==> src/rtl/shifter_arbiter_ctrl_pkg.sv <==
// Shared encodings for the shared-shifter controller.
// SHIFTER_ROTATE_EN enables the two-pass rotate state.
package shifter_arbiter_ctrl_pkg;

    localparam int unsigned DATA_W = 32;
    localparam int unsigned AMT_W  = 5;

    localparam logic [1:0] OP_SLL = 2'b00;
    localparam logic [1:0] OP_SRL = 2'b01;
    localparam logic [1:0] OP_ROL = 2'b10;
    localparam logic [1:0] OP_ROR = 2'b11;

    localparam logic DIR_LEFT  = 1'b0;
    localparam logic DIR_RIGHT = 1'b1;

    typedef enum logic [1:0] {
        ST_IDLE  = 2'd0,
        ST_PASS1 = 2'd1,
`ifdef SHIFTER_ROTATE_EN
        ST_PASS2 = 2'd2,
`endif
        ST_HOLD  = 2'd3
    } state_e;

endpackage

==> src/rtl/shifter_arbiter_ctrl_if.sv <==
// Requester and result handshake bundle; master = issuers/consumer, slave = controller.
interface shifter_arbiter_ctrl_if;
    import shifter_arbiter_ctrl_pkg::*;

    logic              req0_valid;
    logic              req0_ready;
    logic [DATA_W-1:0] req0_data;
    logic [AMT_W-1:0]  req0_amt;
    logic [1:0]        req0_op;
    logic              req1_valid;
    logic              req1_ready;
    logic [DATA_W-1:0] req1_data;
    logic [AMT_W-1:0]  req1_amt;
    logic [1:0]        req1_op;
    logic              out_valid;
    logic              out_ready;
    logic [DATA_W-1:0] out_data;
    logic              out_id;

    modport master (
        output req0_valid, req0_data, req0_amt, req0_op,
        output req1_valid, req1_data, req1_amt, req1_op,
        output out_ready,
        input  req0_ready, req1_ready, out_valid, out_data, out_id
    );

    modport slave (
        input  req0_valid, req0_data, req0_amt, req0_op,
        input  req1_valid, req1_data, req1_amt, req1_op,
        input  out_ready,
        output req0_ready, req1_ready, out_valid, out_data, out_id
    );

endinterface

==> src/rtl/Barrel_Shifter.sv <==
// 32-bit logical barrel shifter; lr_shift selects right (1) or left (0).
module Barrel_Shifter (
    input  logic [4:0]  shifamt,
    input  logic        lr_shift,
    input  logic [31:0] input_val,
    output logic [31:0] final_val
);

    assign final_val = lr_shift ? (input_val >> shifamt) : (input_val << shifamt);

endmodule

==> src/rtl/shifter_arbiter_ctrl_arb.sv <==
// Two-way round-robin arbiter; the last-grant pointer only moves on an accepted grant.
module rr_arbiter2 (
    input  logic clk_i,
    input  logic rst_ni,
    input  logic valid0_i,
    input  logic valid1_i,
    input  logic accept_i,
    output logic grant0_o,
    output logic grant1_o,
    output logic grant_id_o
);

    logic last_q;
    logic last_d;

    // Contention goes to the requester that did not win last time.
    assign grant_id_o = (valid0_i && valid1_i) ? ~last_q : valid1_i;
    assign grant0_o   = valid0_i && !grant_id_o;
    assign grant1_o   = valid1_i && grant_id_o;
    assign last_d     = accept_i ? grant_id_o : last_q;

    always_ff @(posedge clk_i or negedge rst_ni) begin
        if (!rst_ni) begin
            last_q <= 1'b0;
        end else begin
            last_q <= last_d;
        end
    end

endmodule

==> src/rtl/shifter_arbiter_ctrl.sv <==
// Shares one barrel shifter between two requesters; sequences shifts and rotates.
// SHIFTER_ROTATE_EN: when undefined, op[1] is ignored and every op is single-pass.
module shifter_arbiter_ctrl
    import shifter_arbiter_ctrl_pkg::*;
(
    input  logic                  clock,
    input  logic                  resetn,
    shifter_arbiter_ctrl_if.slave bus
);

    state_e            state_q;
    logic [DATA_W-1:0] data_q;
    logic [DATA_W-1:0] acc_q;
    logic [AMT_W-1:0]  amt_q;
    logic [1:0]        op_q;
    logic              id_q;
    logic              out_valid_q;

    logic              grant0;
    logic              grant1;
    logic              grant_id;
    logic              in_idle;
    logic              accept;
    logic [AMT_W-1:0]  sh_amt;
    logic              sh_dir;
    logic [DATA_W-1:0] sh_out;

    assign in_idle = (state_q == ST_IDLE);
    assign accept  = in_idle && (grant0 || grant1);

    rr_arbiter2 u_arb (
        .clk_i      (clock),
        .rst_ni     (resetn),
        .valid0_i   (bus.req0_valid),
        .valid1_i   (bus.req1_valid),
        .accept_i   (accept),
        .grant0_o   (grant0),
        .grant1_o   (grant1),
        .grant_id_o (grant_id)
    );

    assign bus.req0_ready = in_idle && grant0;
    assign bus.req1_ready = in_idle && grant1;
    assign bus.out_valid  = out_valid_q;
    assign bus.out_data   = acc_q;
    assign bus.out_id     = id_q;

    // Second rotate pass shifts the other way by (32 - amt) mod 32.
    always_comb begin
        sh_amt = amt_q;
        sh_dir = op_q[0] ? DIR_RIGHT : DIR_LEFT;
`ifdef SHIFTER_ROTATE_EN
        if (state_q == ST_PASS2) begin
            sh_amt = AMT_W'(~amt_q + 1'b1);
            sh_dir = ~sh_dir;
        end
`endif
    end

    Barrel_Shifter u_shifter (
        .shifamt   (sh_amt),
        .lr_shift  (sh_dir),
        .input_val (data_q),
        .final_val (sh_out)
    );

    always_ff @(posedge clock or negedge resetn) begin
        if (!resetn) begin
            state_q     <= ST_IDLE;
            data_q      <= '0;
            acc_q       <= '0;
            amt_q       <= '0;
            op_q        <= '0;
            id_q        <= 1'b0;
            out_valid_q <= 1'b0;
        end else begin
            case (state_q)
                ST_IDLE: begin
                    if (accept) begin
                        data_q  <= grant_id ? bus.req1_data : bus.req0_data;
                        amt_q   <= grant_id ? bus.req1_amt  : bus.req0_amt;
                        op_q    <= grant_id ? bus.req1_op   : bus.req0_op;
                        id_q    <= grant_id;
                        state_q <= ST_PASS1;
                    end
                end
                ST_PASS1: begin
                    acc_q <= sh_out;
`ifdef SHIFTER_ROTATE_EN
                    if (op_q[1] && (amt_q != '0)) begin
                        state_q <= ST_PASS2;
                    end else begin
                        state_q     <= ST_HOLD;
                        out_valid_q <= 1'b1;
                    end
`else
                    state_q     <= ST_HOLD;
                    out_valid_q <= 1'b1;
`endif
                end
`ifdef SHIFTER_ROTATE_EN
                ST_PASS2: begin
                    acc_q       <= acc_q | sh_out;
                    state_q     <= ST_HOLD;
                    out_valid_q <= 1'b1;
                end
`endif
                ST_HOLD: begin
                    if (bus.out_ready) begin
                        out_valid_q <= 1'b0;
                        state_q     <= ST_IDLE;
                    end
                end
                default: begin
                    state_q     <= ST_IDLE;
                    out_valid_q <= 1'b0;
                end
            endcase
        end
    end

endmodule

==> src/flat_wrapper.sv <==
// flat-port wrapper written by rule: the top's interface ports become plain ports
module shifter_arbiter_ctrl_flat import shifter_arbiter_ctrl_pkg::*;
  (clock, resetn, bus_req0_valid, bus_req0_data, bus_req0_amt, bus_req0_op, bus_req1_valid, bus_req1_data, bus_req1_amt, bus_req1_op, bus_out_ready, bus_req0_ready, bus_req1_ready, bus_out_valid, bus_out_data, bus_out_id);
  shifter_arbiter_ctrl_if bus_i ();
  input  logic clock;
  input  logic resetn;
  input wire logic [$bits(bus_i.req0_valid)-1:0] bus_req0_valid;
  input wire logic [$bits(bus_i.req0_data)-1:0] bus_req0_data;
  input wire logic [$bits(bus_i.req0_amt)-1:0] bus_req0_amt;
  input wire logic [$bits(bus_i.req0_op)-1:0] bus_req0_op;
  input wire logic [$bits(bus_i.req1_valid)-1:0] bus_req1_valid;
  input wire logic [$bits(bus_i.req1_data)-1:0] bus_req1_data;
  input wire logic [$bits(bus_i.req1_amt)-1:0] bus_req1_amt;
  input wire logic [$bits(bus_i.req1_op)-1:0] bus_req1_op;
  input wire logic [$bits(bus_i.out_ready)-1:0] bus_out_ready;
  output wire logic [$bits(bus_i.req0_ready)-1:0] bus_req0_ready;
  output wire logic [$bits(bus_i.req1_ready)-1:0] bus_req1_ready;
  output wire logic [$bits(bus_i.out_valid)-1:0] bus_out_valid;
  output wire logic [$bits(bus_i.out_data)-1:0] bus_out_data;
  output wire logic [$bits(bus_i.out_id)-1:0] bus_out_id;
  assign bus_i.req0_valid = bus_req0_valid;
  assign bus_i.req0_data = bus_req0_data;
  assign bus_i.req0_amt = bus_req0_amt;
  assign bus_i.req0_op = bus_req0_op;
  assign bus_i.req1_valid = bus_req1_valid;
  assign bus_i.req1_data = bus_req1_data;
  assign bus_i.req1_amt = bus_req1_amt;
  assign bus_i.req1_op = bus_req1_op;
  assign bus_i.out_ready = bus_out_ready;
  assign bus_req0_ready = bus_i.req0_ready;
  assign bus_req1_ready = bus_i.req1_ready;
  assign bus_out_valid = bus_i.out_valid;
  assign bus_out_data = bus_i.out_data;
  assign bus_out_id = bus_i.out_id;
  shifter_arbiter_ctrl u_core (.clock(clock), .resetn(resetn), .bus(bus_i));
endmodule
==> config.mk <==
export PLATFORM = sky130hd
export DESIGN_NAME = shifter_arbiter_ctrl_flat
export DESIGN_NICKNAME = d
export VERILOG_FILES = /design/src/rtl/shifter_arbiter_ctrl_pkg.sv /design/src/rtl/shifter_arbiter_ctrl_if.sv /design/src/rtl/Barrel_Shifter.sv /design/src/rtl/shifter_arbiter_ctrl_arb.sv /design/src/rtl/shifter_arbiter_ctrl.sv /design/src/flat_wrapper.sv
export SDC_FILE = /design/constraint.sdc
export NUM_CORES = 1
export LEC_CHECK = 0
export ABC_AREA = 1
export BUFFER_PORTS_ARGS = -buffer_cell sky130_fd_sc_hd__buf_2
export CAP_MARGIN = 25
export CORE_MARGIN = 2
export CORE_UTILIZATION = 43
export CTS_CLUSTER_DIAMETER = 50
export DETAILED_ROUTE_END_ITERATION = 6
export SYNTH_ARGS = -nofsm -noshare
export SYNTH_HDL_FRONTEND = slang
export SYNTH_HIERARCHICAL = 1
export SYNTH_SLANG_ARGS = --single-unit
==> constraint.sdc <==
create_clock -name clock -period 1.85 [get_ports clock]
set_clock_uncertainty 0.2 [all_clocks]
set_input_delay 0.2775 -clock clock [delete_from_list [all_inputs] [get_ports clock]]
set_output_delay 0.2775 -clock clock [all_outputs]
set_load 0.01 [all_outputs]
==> results of run 1 <==
==> metrics by stage <==
stage,worst slack (ns),TNS (ns),util,instance area [sq um]
after detailed placement,-0.136,-2.92,0.505,7620
after global placement,-0.127,-2.55,0.505,7620
after CTS,-0.0437,-0.828,0.598,9020
after global routing,-0.191,-3.96,0.639,9640
after floorplan,0.241,0,-,6610
final,-0.110,-1.78,0.639,9640
==> per-layer routing <==
layer / GRT usage / vias to the layer above / share of wire / routed length [um]
met1: 0.400 / 3919 / 0.42 / 10900
met4: 0.160 / 0 / 0.056 / 1440
met3: 0.0426 / 115 / 0.077 / 1980
met5: 0 / - / 0 / 0
li1: - / 3915 / - / -
met2: 0.479 / 485 / 0.45 / 11600
==> worst register-to-register path, stage by stage (launching register included) <==
cell and delay (ns):
dfrtp_2 0.44, buf_12 0.18, inv_16 0.10, buf_16 0.17
nand2_4 0.10, nand3_1 0.17, nand3_2 0.12, nand3_1 0.11
nand3_2 0.08, nand3_2 0.08, nand3_1 0.08, nand2_1 0.09
==> cell usage after synthesis <==
cell and count:
nand3_1 452, nor2_1 16, o21ai_0 3, nand2_1 395, o21ai_1 1, o21ai_2 1
buf_4 6, dfrtp_1 75, a21boi_2 1, inv_1 10, nand4_1 8, nand2_2 27
nor2_4 2, buf_6 7, nand3_2 4, buf_8 2, inv_8 1, buf_1 8
nand2_4 5, buf_12 1, buf_2 41, and2_1 2, clkbuf_1 17, inv_2 4
==> layout make-up <==
class,count,area [sq um],share of cell area
Inverter,15,77.6,0.00805
Clock buffer,11,233,0.0241
Timing Repair inverter,1,16.3,0.00169
Multi-Input combinational cell,917,5590,0.580
Tap cell,188,235,0.0244
Timing Repair Buffer,185,1540,0.160
Sequential cell,75,1880,0.195
Clock inverter,5,62.6,0.00649
==> registers in the layout, indices dropped and copies added (netlist names) <==
name,cells
u_core/bus.out_data,32
u_core/data_q,32
u_core/amt_q,5
u_core/state_q,2
u_core/bus.out_id,1
u_core/bus.out_valid,1
u_core/op_q,1
u_core/u_arb/last_q,1
==> how the worst min path moves through the flow <==
stage | cells after the start | slack [ns] | endpoint | from
6_report | 5 | 0.009 | u_core/data_q[16] | bus_req0_data[16]
2_1_floorplan | 0 | -0.22 | u_core/amt_q[0] | resetn
3_3_place_gp | 2 | 0.13 | u_core/amt_q[1] | resetn
5_1_grt | 5 | 0.03 | u_core/data_q[0] | bus_req0_data[0]
4_1_cts | 5 | 0.002 | u_core/data_q[16] | bus_req0_data[16]
3_5_place_dp | 2 | 0.13 | u_core/amt_q[3] | resetn
==> power by group through the flow <==
stage / Sequential, uW / Clock, uW / Combinational [uW]
6_report: 3210 / 1760 / 15400
5_1_grt: 3290 / 1860 / 16500
4_1_cts: 3170 / 1810 / 13500
3_5_place_dp: 3040 / 0 / 11500
3_3_place_gp: 3030 / 0 / 11400
2_1_floorplan: 2980 / 0 / 7920
==> layout by cell type (no fill, tap or decap), types with 8 or more instances in the layout <==
master | netlist | layout
nor2_2 | 0 | 8
nor2_1 | 16 | 8
nand4_1 | 8 | 8
nand2_4 | 5 | 32
buf_2 | 41 | 115
clkbuf_16 | 0 | 13
nand3_2 | 4 | 191
buf_4 | 6 | 35
nand3_4 | 0 | 13
nand3_1 | 452 | 252
dfrtp_1 | 75 | 72
inv_1 | 10 | 10
nand2_2 | 27 | 42
nand2_1 | 395 | 351
buf_12 | 1 | 21
==> cells by family after synthesis <==
| logic type | synth area share |
|---|---|
| flops | 0.284 |
| simple gates | 0.629 |
| buf+inv | 0.0812 |
| compound gates | 0.00606 |
==> timing repair <==
item                                   CTS  global route
pin swaps                               44            13
endpoints found under the hold margin   77             0
cloned                                   3             5
gates resized for setup                217            95
setup endpoints to repair               32            32
setup buffers                            0             5
hold buffers                             3             0
==> metrics.csv, run 1 <==
stage,metric,value,unit
outcome,status,finished with violations,
outcome,violated checks,setup timing,
power,Flop pwr share,0.158,
grt,pin count of the biggest net entering global routing,76,
grt,GRT Resource Usage Total,0.302,
power,LEAKAGE,0.00506,uW
die,Ports,119,
grt,global route total overflow,0,
clocking,Worst-Skew Late Latency,0.35,ns
routing,detailed-route via count,8434,
grt,antenna violations before repair,0,
routing,1st-iter DRT viols,1068,
setup_path,CP Capture Type,register,
worst_hold_path,Min-Delay Path Class,in2reg,
setup_path,instance count on the critical path,11,
logic_synthesis,number of synthesized register bits,75,
setup_path,worst reg2reg setup slack,-0.11,ns
layout,ANT cells,0,
setup_path,Worst setup endpoint,u_core/bus.out_data[28],
layout,share of cells above drive strength 1,0.412,
clocking,clk slew on worst S/H paths,0.06,ns
logic_synthesis,"Warnings, synthesis",6,
setup_path,CP required,1.94,ns
routing,Detailed Routing Iterations Pass 1,6,
routing,mean routed wirelength per cell,18.6,um
clocking,CTS H-tree lvls,3,
timing,RSZ-0062 raised after global routing,yes,
timing,worst slew pin tran,0.445,ns
logic_synthesis,Synth area leaders,"nand3_1 (34%), dfrtp_1 (28%), nand2_1 (22%)",
timing,Finish-stage setup viols,32,
die,Rows,45,
clocking,root buffer cell,clkbuf_16,
setup_path,cells on worst reg2reg path,11,
die,Die ar.,0.0164,sq mm
logic_synthesis,syn_area_per_cell,6.07,sq um
placement,Post-DP HPWL,16800,um
die,Die Wd,128,um
layout,filler cell count,1433,
power,pwr dens,2110,mW/mm^2
setup_path,Worst EP arrival,2.05,ns
setup_path,Setup CP Type,reg2reg,
grt,number of global-route vias before repair,7762,
grt,global-route wire length before repair,39200,um
setup_path,worst path buffer plus inverter count,3,
clocking,Clock Sinks,75,
power,cell-internal power,9060,uW
timing,fin worst setup slack,-0.110,ns
routing,DRT Wirelength,25900,um
setup_path,CP Launch Type,register,
placement,gpl congestion,0.931,
placement,I/O Buffers,116,
power,Max rail drop VDD,0.874,mV
timing,Rel. slew slack,0.704,
setup_path,CP startpoint,u_core/amt_q[0],
power,Design Power,20400,uW
logic_synthesis,cell area after synthesis,0.00661,sq mm
timing,part of the cycle the worst path needs,1.06,
timing,max-slew violation count,0,
logic_synthesis,"Distinct cells, synth",24,
die,core area,0.0151,sq mm
logic_synthesis,Yosys top cell area share,0.342,
clocking,Bufs on Longest Clock Path,2,
setup_path,Critical-path top delay cell,dfrtp_2,
setup_path,cells along the critical path,"buf_12, inv_16, buf_16, nand2_4, nand3_1, nand3_2, nand3_1, nand3_2, nand3_2, nand3_1, nand2_1",
power,Clk pwr share,0.087,
setup_path,reg-to-reg endpoint,u_core/bus.out_data[28],
logic_synthesis,Post-Syn Nets,1172,
clocking,CTS tree,yes,
layout,synth-to-layout area growth,45.8,%
die,Initial Utilization,0.438,
die,Die Y,128,um
routing,antenna-violating nets left,0,
placement,Post-Place Cells,1365,
routing,post-DR vias/cell,6.04,
power,Switch Pwr,11300,uW
power,combinational share of power,0.756,
timing,"Hold Vio Cnt, Final",0,
layout,post-route insts no fill,1397,
run,total of max-cap violations,0,
setup_path,CP top delay family,simple AND/OR/NAND/NOR gates,
routing,# DRC,0,
logic_synthesis,sequential element share of the synthesized area,0.284,
logic_synthesis,largest area contributor in the netlist,nand3_1,
timing,FMAX,510,MHz
layout,NumNets Final,1287,
timing,worst hold slack,0.00857,ns
clocking,Num CTS Buffers,9,
power,sw frac,0.555,
setup_path,CP max stage delay,0.44,ns
timing,Final min period,1.96,ns
setup_path,"Max FO, Critical Path",10,
setup_path,Critical R2R Launch,u_core/amt_q[0],
logic_synthesis,cells after synthesis,1089,
No activity file was read; power rests on OpenSTA's default activity.
==> run 2, diff against run 1 <==
--- a/config.mk
+++ b/config.mk
@@ -5,13 +5,12 @@
 export SDC_FILE = /design/constraint.sdc
 export NUM_CORES = 1
 export LEC_CHECK = 0
-export ABC_AREA = 1
 export BUFFER_PORTS_ARGS = -buffer_cell sky130_fd_sc_hd__buf_2
-export CAP_MARGIN = 25
 export CORE_MARGIN = 2
 export CORE_UTILIZATION = 43
 export CTS_CLUSTER_DIAMETER = 50
 export DETAILED_ROUTE_END_ITERATION = 6
+export GPL_ROUTABILITY_DRIVEN = 0
 export SYNTH_ARGS = -nofsm -noshare
 export SYNTH_HDL_FRONTEND = slang
 export SYNTH_HIERARCHICAL = 1
==> run 2 against run 1 <==
The run ends with DRC, setup timing left; clock-buffer cell count increased by 1; maximum frequency decreased by 24%; cell count decreased by 11%; critical endpoint is now u_core/bus.out_data[21].
==> metrics.csv, run 2 <==
stage,metric,value,unit,change
clocking,CTS tree,yes,,
die,Initial Utilization,0.436,,-0.00181
timing,part of the cycle the worst path needs,1.39,,+0.335
timing,worst slew pin tran,0.625,ns,+0.180 ns
placement,I/O Buffers,116,,unchanged
clocking,root buffer cell,clkbuf_16,,
outcome,status,finished with violations,,
setup_path,CP max stage delay,0.50,ns,+0.06 ns
logic_synthesis,Synth area leaders,"dfrtp_1 (26%), mux2_2 (19%), mux4_2 (7.8%)",,
logic_synthesis,"Distinct cells, synth",68,,+180%
grt,antenna violations before repair,0,,unchanged
layout,"commonest non-fill, non-tap cell in the layout",buf_4,,
clocking,Worst-Skew Late Latency,0.35,ns,about the same
routing,antenna-violating nets left,0,,unchanged
logic_synthesis,ys async rst share,1.00,,unchanged
clocking,Clock Sinks,75,,unchanged
timing,fin worst setup slack,-0.731,ns,-0.620 ns
timing,FMAX,388,MHz,-24%
logic_synthesis,largest area contributor in the netlist,dfrtp_1,,
timing,Rel. slew slack,0.582,,-0.121
setup_path,cells along the critical path,"buf_12, mux2i_1, o21a_1, a222oi_1, buf_4, o2bb2ai_1, a221o_1, mux2_2",,
die,Rows,47,,+4.4%
logic_synthesis,Yosys top cell area share,0.261,,-0.0810
die,Ports,119,,unchanged
logic_synthesis,Post-Syn Nets,791,,-33%
routing,1st-iter DRT viols,1345,,+26%
placement,Post-DP HPWL,20900,um,+24%
routing,# DRC,37,,+37
timing,Final min period,2.58,ns,+0.620 ns
setup_path,CP Launch Type,register,,
layout,synth-to-layout area growth,56.1,%,
setup_path,CP required,1.89,ns,-0.05 ns
grt,global-route wire length before repair,45800,um,+17%
run,total of max-cap violations,0,,unchanged
logic_synthesis,"EDFF count, synth",0,,unchanged
clocking,clk slew on worst S/H paths,0.06,ns,about the same
layout,ANT cells,0,,unchanged
grt,global route total overflow,0,,unchanged
die,Die Wd,133,um,+4.1%
layout,filler cell count,1196,,-17%
setup_path,CP top delay family,compound AO/OA/AOI/OAI gates,,
setup_path,"Max FO, Critical Path",24,,+14
timing,Finish-stage setup viols,68,,+110%
layout,NumNets Final,1102,,-14%
logic_synthesis,syn_area_per_cell,10.1,sq um,+67%
setup_path,Critical-path top delay cell,dfrtp_4,,
timing,RSZ-0062 raised after global routing,yes,,
routing,detailed-route via count,8023,,-4.9%
logic_synthesis,dominant synthesized flop cell,dfrtp_1,,
logic_synthesis,sequential element share of the synthesized area,0.261,,-0.0227
logic_synthesis,"Warnings, synthesis",6,,unchanged
layout,fin area,0.0112,sq mm,+16%
clocking,Num CTS Buffers,9,,unchanged
placement,"worst slack, placed",-0.811,ns,-0.674 ns
die,Die ar.,0.0178,sq mm,+8.4%
placement,Placed Area,0.00936,sq mm,+23%
die,Die Y,133,um,+4.1%
setup_path,Setup CP Type,reg2reg,,
routing,mean routed wirelength per cell,24.4,um,+31%
timing,max-slew violation count,0,,unchanged
timing,Fin Setup TNS,-24.60,ns,-22.82 ns
worst_hold_path,Min-Delay Path Class,in2reg,,
timing,"Hold Vio Cnt, Final",0,,unchanged
die,core area,0.0165,sq mm,+9.1%
layout,share of cells above drive strength 1,0.643,,+0.231
routing,post-DR vias/cell,6.45,,+6.9%
outcome,violated checks,"DRC, setup timing",,
logic_synthesis,most frequent cell after synthesis,mux2_2,,
clocking,Bufs on Longest Clock Path,2,,unchanged
routing,Detailed Routing Iterations Pass 1,7,,+1
logic_synthesis,synth cell count leaders,"mux2_2 (121), dfrtp_1 (75), nor2_1 (57)",,
logic_synthesis,cell area after synthesis,0.00718,sq mm,+8.7%
logic_synthesis,number of synthesized register bits,75,,unchanged
setup_path,CP Capture Type,register,,
layout,most frequent cells in the layout,"buf_4 (189), buf_2 (116), mux2_4 (105)",,
routing,DRT Wirelength,30300,um,+17%
logic_synthesis,cells after synthesis,708,,-35%
setup_path,worst path buffer plus inverter count,2,,-1
clocking,CTS H-tree lvls,3,,unchanged
grt,pin count of the biggest net entering global routing,76,,unchanged
grt,number of global-route vias before repair,8008,,+3.2%
grt,GRT Resource Usage Total,0.337,,+0.0351
setup_path,Worst EP arrival,2.62,ns,+0.57 ns
[run 2: cell types whose count changed after synthesis, moves of 28 or more]
cell	change
mux2i_1	+53
nand3_1	-435
nor2_1	+41
nand2_1	-349
buf_2	-28
mux2_2	+121
[run 2: metal layers]
| layer | vias up | track usage | wire (um) |
|---|---|---|---|
| met5 | - | 0 | 0 |
| met4 | 0 | 0.184 | 2170 |
| met3 | 215 | 0.115 | 3720 |
| met2 | 640 | 0.514 | 13100 |
| met1 | 3782 | 0.422 | 11300 |
| li1 | 3386 | - | - |
[run 2: worst paths after layout]
path,startpoint,endpoint,slack [ns],depth (start not counted)
worst min register to register,u_core/bus.out_data[17],u_core/bus.out_data[17],0.30,1
worst max register to register,u_core/amt_q[1],u_core/bus.out_data[21],-0.73,8
max in group asynchronous,resetn,u_core/amt_q[1],0.79,3
worst min-delay path,bus_req0_data[18],u_core/data_q[18],0.08,3
worst max-delay path,u_core/amt_q[1],u_core/bus.out_data[21],-0.73,8
min in group asynchronous,resetn,u_core/bus.out_data[6],0.30,3
[run 2: per-stage QoR]
stage               hold WS, ns  instances  utilization
finish                   0.0832       1243        0.681
global placement          0.127       1179        0.568
floorplan                -0.218        708            -
detailed placement        0.133       1179        0.568
global route             0.0849       1243        0.681
CTS                      0.0703       1237        0.653
[run 2: cell families after synthesis]
family	Yosys count	synth area share
buffers and inverters	70	0.0582
AND/OR/NAND/NOR	165	0.106
multiplexers	226	0.396
flip-flops	75	0.261
AO/OA/AOI/OAI	172	0.178
[run 2: worst register-to-register path, cell delays in order, from the launching register on]
cell       delay [ns]
dfrtp_4          0.50
buf_12           0.21
mux2i_1          0.29
o21a_1           0.20
a222oi_1         0.13
buf_4            0.19
o2bb2ai_1        0.12
a221o_1          0.35
mux2_2           0.28
[run 2: what timing repair did]
| action | CTS | global route |
|---|---|---|
| cloned | 9 | 1 |
| pin swaps | 22 | 30 |
| endpoints found under the hold margin | 76 | 0 |
| resized for setup | 159 | 96 |
| buffers inserted | 32 | 11 |
| endpoints found under the setup margin | 74 | 74 |
| hold buffers | 2 | 0 |
[run 2: cell type report]
class                           instances  area, sq um  area share
Sequential cell                        75         1890       0.168
Timing Repair Buffer                  364         2930       0.261
Clock buffer                           12          246      0.0220
Clock inverter                          3         15.0     0.00134
Inverter                                6         25.0     0.00223
Tap cell                              220          275      0.0245
Multi-Input combinational cell        563         5840       0.521
Power of run 2 is not shown: default switching activity piles up to over one toggle a cycle in this logic, so the estimate is an artifact.
==> run 3, diff against run 2 <==
--- a/config.mk
+++ b/config.mk
@@ -5,6 +5,7 @@
 export SDC_FILE = /design/constraint.sdc
 export NUM_CORES = 1
 export LEC_CHECK = 0
+export ABC_AREA = 1
 export BUFFER_PORTS_ARGS = -buffer_cell sky130_fd_sc_hd__buf_2
 export CORE_MARGIN = 2
 export CORE_UTILIZATION = 43
==> constraint.sdc (replaced) <==
create_clock -name clock -period 1.85 [get_ports clock]
set_clock_uncertainty 0.2 [all_clocks]
set_input_delay 0.4625 -clock clock [delete_from_list [all_inputs] [get_ports clock]]
set_output_delay 0.4625 -clock clock [all_outputs]
set_load 0.01 [all_outputs]
==> run 3 against run 2 <==
The run still ends with DRC, setup timing left; register-to-register slack improved by 0.49 ns; cell count rose by 12%; non-clock buffer count decreased by 188; critical path depth is 3 higher; setup slack better by 0.49 ns; via count increased by 10%; sequential share of layout area is 0.97 points higher; critical endpoint is now u_core/bus.out_data[20]; flip-flop and latch count is the same; routed wire length shrank 2.6%; clock-buffer cell count decreased by 2.
==> metrics.csv, run 3 (synthesized netlist as in run 1, its figures left out) <==
stage,metric,value,unit,change
setup_path,CP Capture Type,register,,
power,sw frac,0.578,,
setup_path,Setup CP Type,reg2reg,,
placement,Placed Area,0.00760,sq mm,-19%
routing,antenna-violating nets left,0,,unchanged
clocking,CTS tree,yes,,
power,Flop pwr share,0.148,,
die,Die Y,128,um,-3.9%
setup_path,worst reg2reg setup slack,-0.24,ns,+0.49 ns
power,cell-internal power,9770,uW,
grt,number of global-route vias before repair,7645,,-4.5%
timing,Rel. slew slack,0.649,,+0.0669
grt,global-route wire length before repair,38700,um,-16%
die,Initial Utilization,0.438,,+0.00181
run,total of max-cap violations,0,,unchanged
setup_path,CP most frequent cell,nand3_1,,
outcome,status,finished with violations,,
placement,Post-DP HPWL,16200,um,-22%
timing,worst slew pin tran,0.525,ns,-0.0997 ns
power,Max rail drop VDD,0.977,mV,
worst_hold_path,Min-Delay Path Class,in2reg,,
die,Die Wd,128,um,-3.9%
die,Die ar.,0.0164,sq mm,-7.7%
grt,pin count of the biggest net entering global routing,76,,unchanged
clocking,CTS H-tree lvls,3,,unchanged
routing,DRT Wirelength,29500,um,-2.6%
setup_path,cells along the critical path,"buf_12, clkinv_16, buf_12, nand2_4, nand3_4, nand3_2, nand3_1, nand3_1, nand3_2, nand3_1, nand2_1",,
timing,Final min period,2.09,ns,-0.492 ns
clocking,Bufs on Longest Clock Path,2,,unchanged
clocking,Worst-Skew Late Latency,0.35,ns,about the same
grt,global route total overflow,0,,unchanged
die,core area,0.0151,sq mm,-8.4%
setup_path,CP Launch Type,register,,
timing,max-slew violation count,0,,unchanged
die,Rows,45,,-4.3%
placement,Post-Place Cells,1364,,+16%
routing,mean routed wirelength per cell,21.2,um,-13%
setup_path,CP max stage delay,0.42,ns,-0.08 ns
outcome,violated checks,"DRC, setup timing",,
clocking,clk slew on worst S/H paths,0.06,ns,about the same
timing,Fin Setup TNS,-3.97,ns,+20.63 ns
power,Switch Pwr,13400,uW,
clocking,Num CTS Buffers,9,,unchanged
setup_path,CP required,1.90,ns,about the same
timing,FMAX,479,MHz,+24%
routing,# DRC,12,,-68%
timing,RSZ-0062 raised after global routing,yes,,
grt,GRT Resource Usage Total,0.295,,-0.0421
timing,Finish-stage setup viols,34,,-50%
setup_path,Worst EP arrival,2.14,ns,-0.48 ns
timing,part of the cycle the worst path needs,1.13,,-0.266
power,Clk pwr share,0.087,,
layout,most frequent cells in the layout,"nand2_1 (349), nand3_2 (216), nand3_1 (180)",,
power,pwr dens,2190,mW/mm^2,
timing,fin worst setup slack,-0.239,ns,+0.492 ns
routing,detailed-route via count,8852,,+10%
clocking,root buffer cell,clkbuf_16,,
placement,I/O Buffers,116,,unchanged
grt,antenna violations before repair,0,,unchanged
setup_path,"Max FO, Critical Path",6,,-75%
layout,synth-to-layout area growth,60.0,%,
timing,"Hold Vio Cnt, Final",0,,unchanged
power,combinational share of power,0.765,,
routing,1st-iter DRT viols,1648,,+23%
layout,"commonest non-fill, non-tap cell in the layout",nand2_1,,
layout,ANT cells,0,,unchanged
placement,"worst slack, placed",-0.211,ns,+0.599 ns
layout,post-route insts no fill,1391,,+12%
power,LEAKAGE,0.00533,uW,
clocking,Clock Sinks,75,,unchanged
routing,post-DR vias/cell,6.36,,-1.4%
die,Ports,119,,unchanged
routing,Detailed Routing Iterations Pass 1,7,,unchanged
layout,share of cells above drive strength 1,0.475,,-0.169
layout,fin area,0.0106,sq mm,-5.7%
setup_path,Critical-path top delay cell,dfrtp_2,,
layout,NumNets Final,1281,,+16%
timing,worst hold slack,0.169,ns,+0.0854 ns
==> run 3: cell type report <==
type                    instances  area [sq um]
well taps                     188           235
clock buffers                  10           239
repair inverters                3          61.3
repair buffers                176          1390
flip-flops and latches         75          1880
multi-input cells             918          6590
clock inverters                 6          95.1
fillers                      1198          4510
inverters                      15          82.6
==> run 3: per-stage QoR <==
step           power [uW]   util
2_1_floorplan       10900      -
3_3_place_gp        14300  0.504
3_5_place_dp        14400  0.504
4_1_cts             18300  0.593
5_1_grt             24300  0.701
6_report            23100  0.701
==> run 3: final timing paths <==
path / cells past startpoint / endpoint / startpoint
setup / recovery: 11 / u_core/bus.out_data[20] / u_core/amt_q[0]
hold / removal: 4 / u_core/state_q[1] / bus_out_ready
setup reg to reg: 11 / u_core/bus.out_data[20] / u_core/amt_q[0]
hold reg to reg: 2 / u_core/bus.out_data[11] / u_core/bus.out_data[11]
max in group asynchronous: 3 / u_core/amt_q[0] / resetn
min in group asynchronous: 3 / u_core/amt_q[3] / resetn
==> run 3: repair_timing <==
| item | CTS | global route |
|---|---|---|
| setup buffers | 2 | 1 |
| cloned | 4 | 3 |
| endpoints found under the setup margin | 37 | 73 |
| gates resized for setup | 204 | 280 |
| pin swaps | 32 | 52 |
| hold endpoints to repair | 75 | 0 |
| hold buffers | 1 | 0 |
==> run 3: worst max-delay path, delay by kind of cell, from the launching register on <==
family | cells | cell delay (ns)
DFF | 1 | 0.42
and+or+nand+nor | 8 | 0.91
buffers and inverters | 3 | 0.43
==> run 3: per-layer routing <==
layer | GRT usage | routed length [um] | up-vias
li1 | - | - | 3919
met1 | 0.395 | 10600 | 3999
met2 | 0.469 | 13300 | 682
met3 | 0.0501 | 3230 | 252
met4 | 0.131 | 2300 | 0
met5 | 0 | 0 | -
==> run 3: power by group through the flow <==
stage          Sequential [uW]  Combinational [uW]  Clock, uW
2_1_floorplan             2980                7920          0
3_3_place_gp              3030               11300          0
3_5_place_dp              3040               11300          0
4_1_cts                   3190               13100       2030
5_1_grt                   3500               18700       2110
6_report                  3420               17700       2010
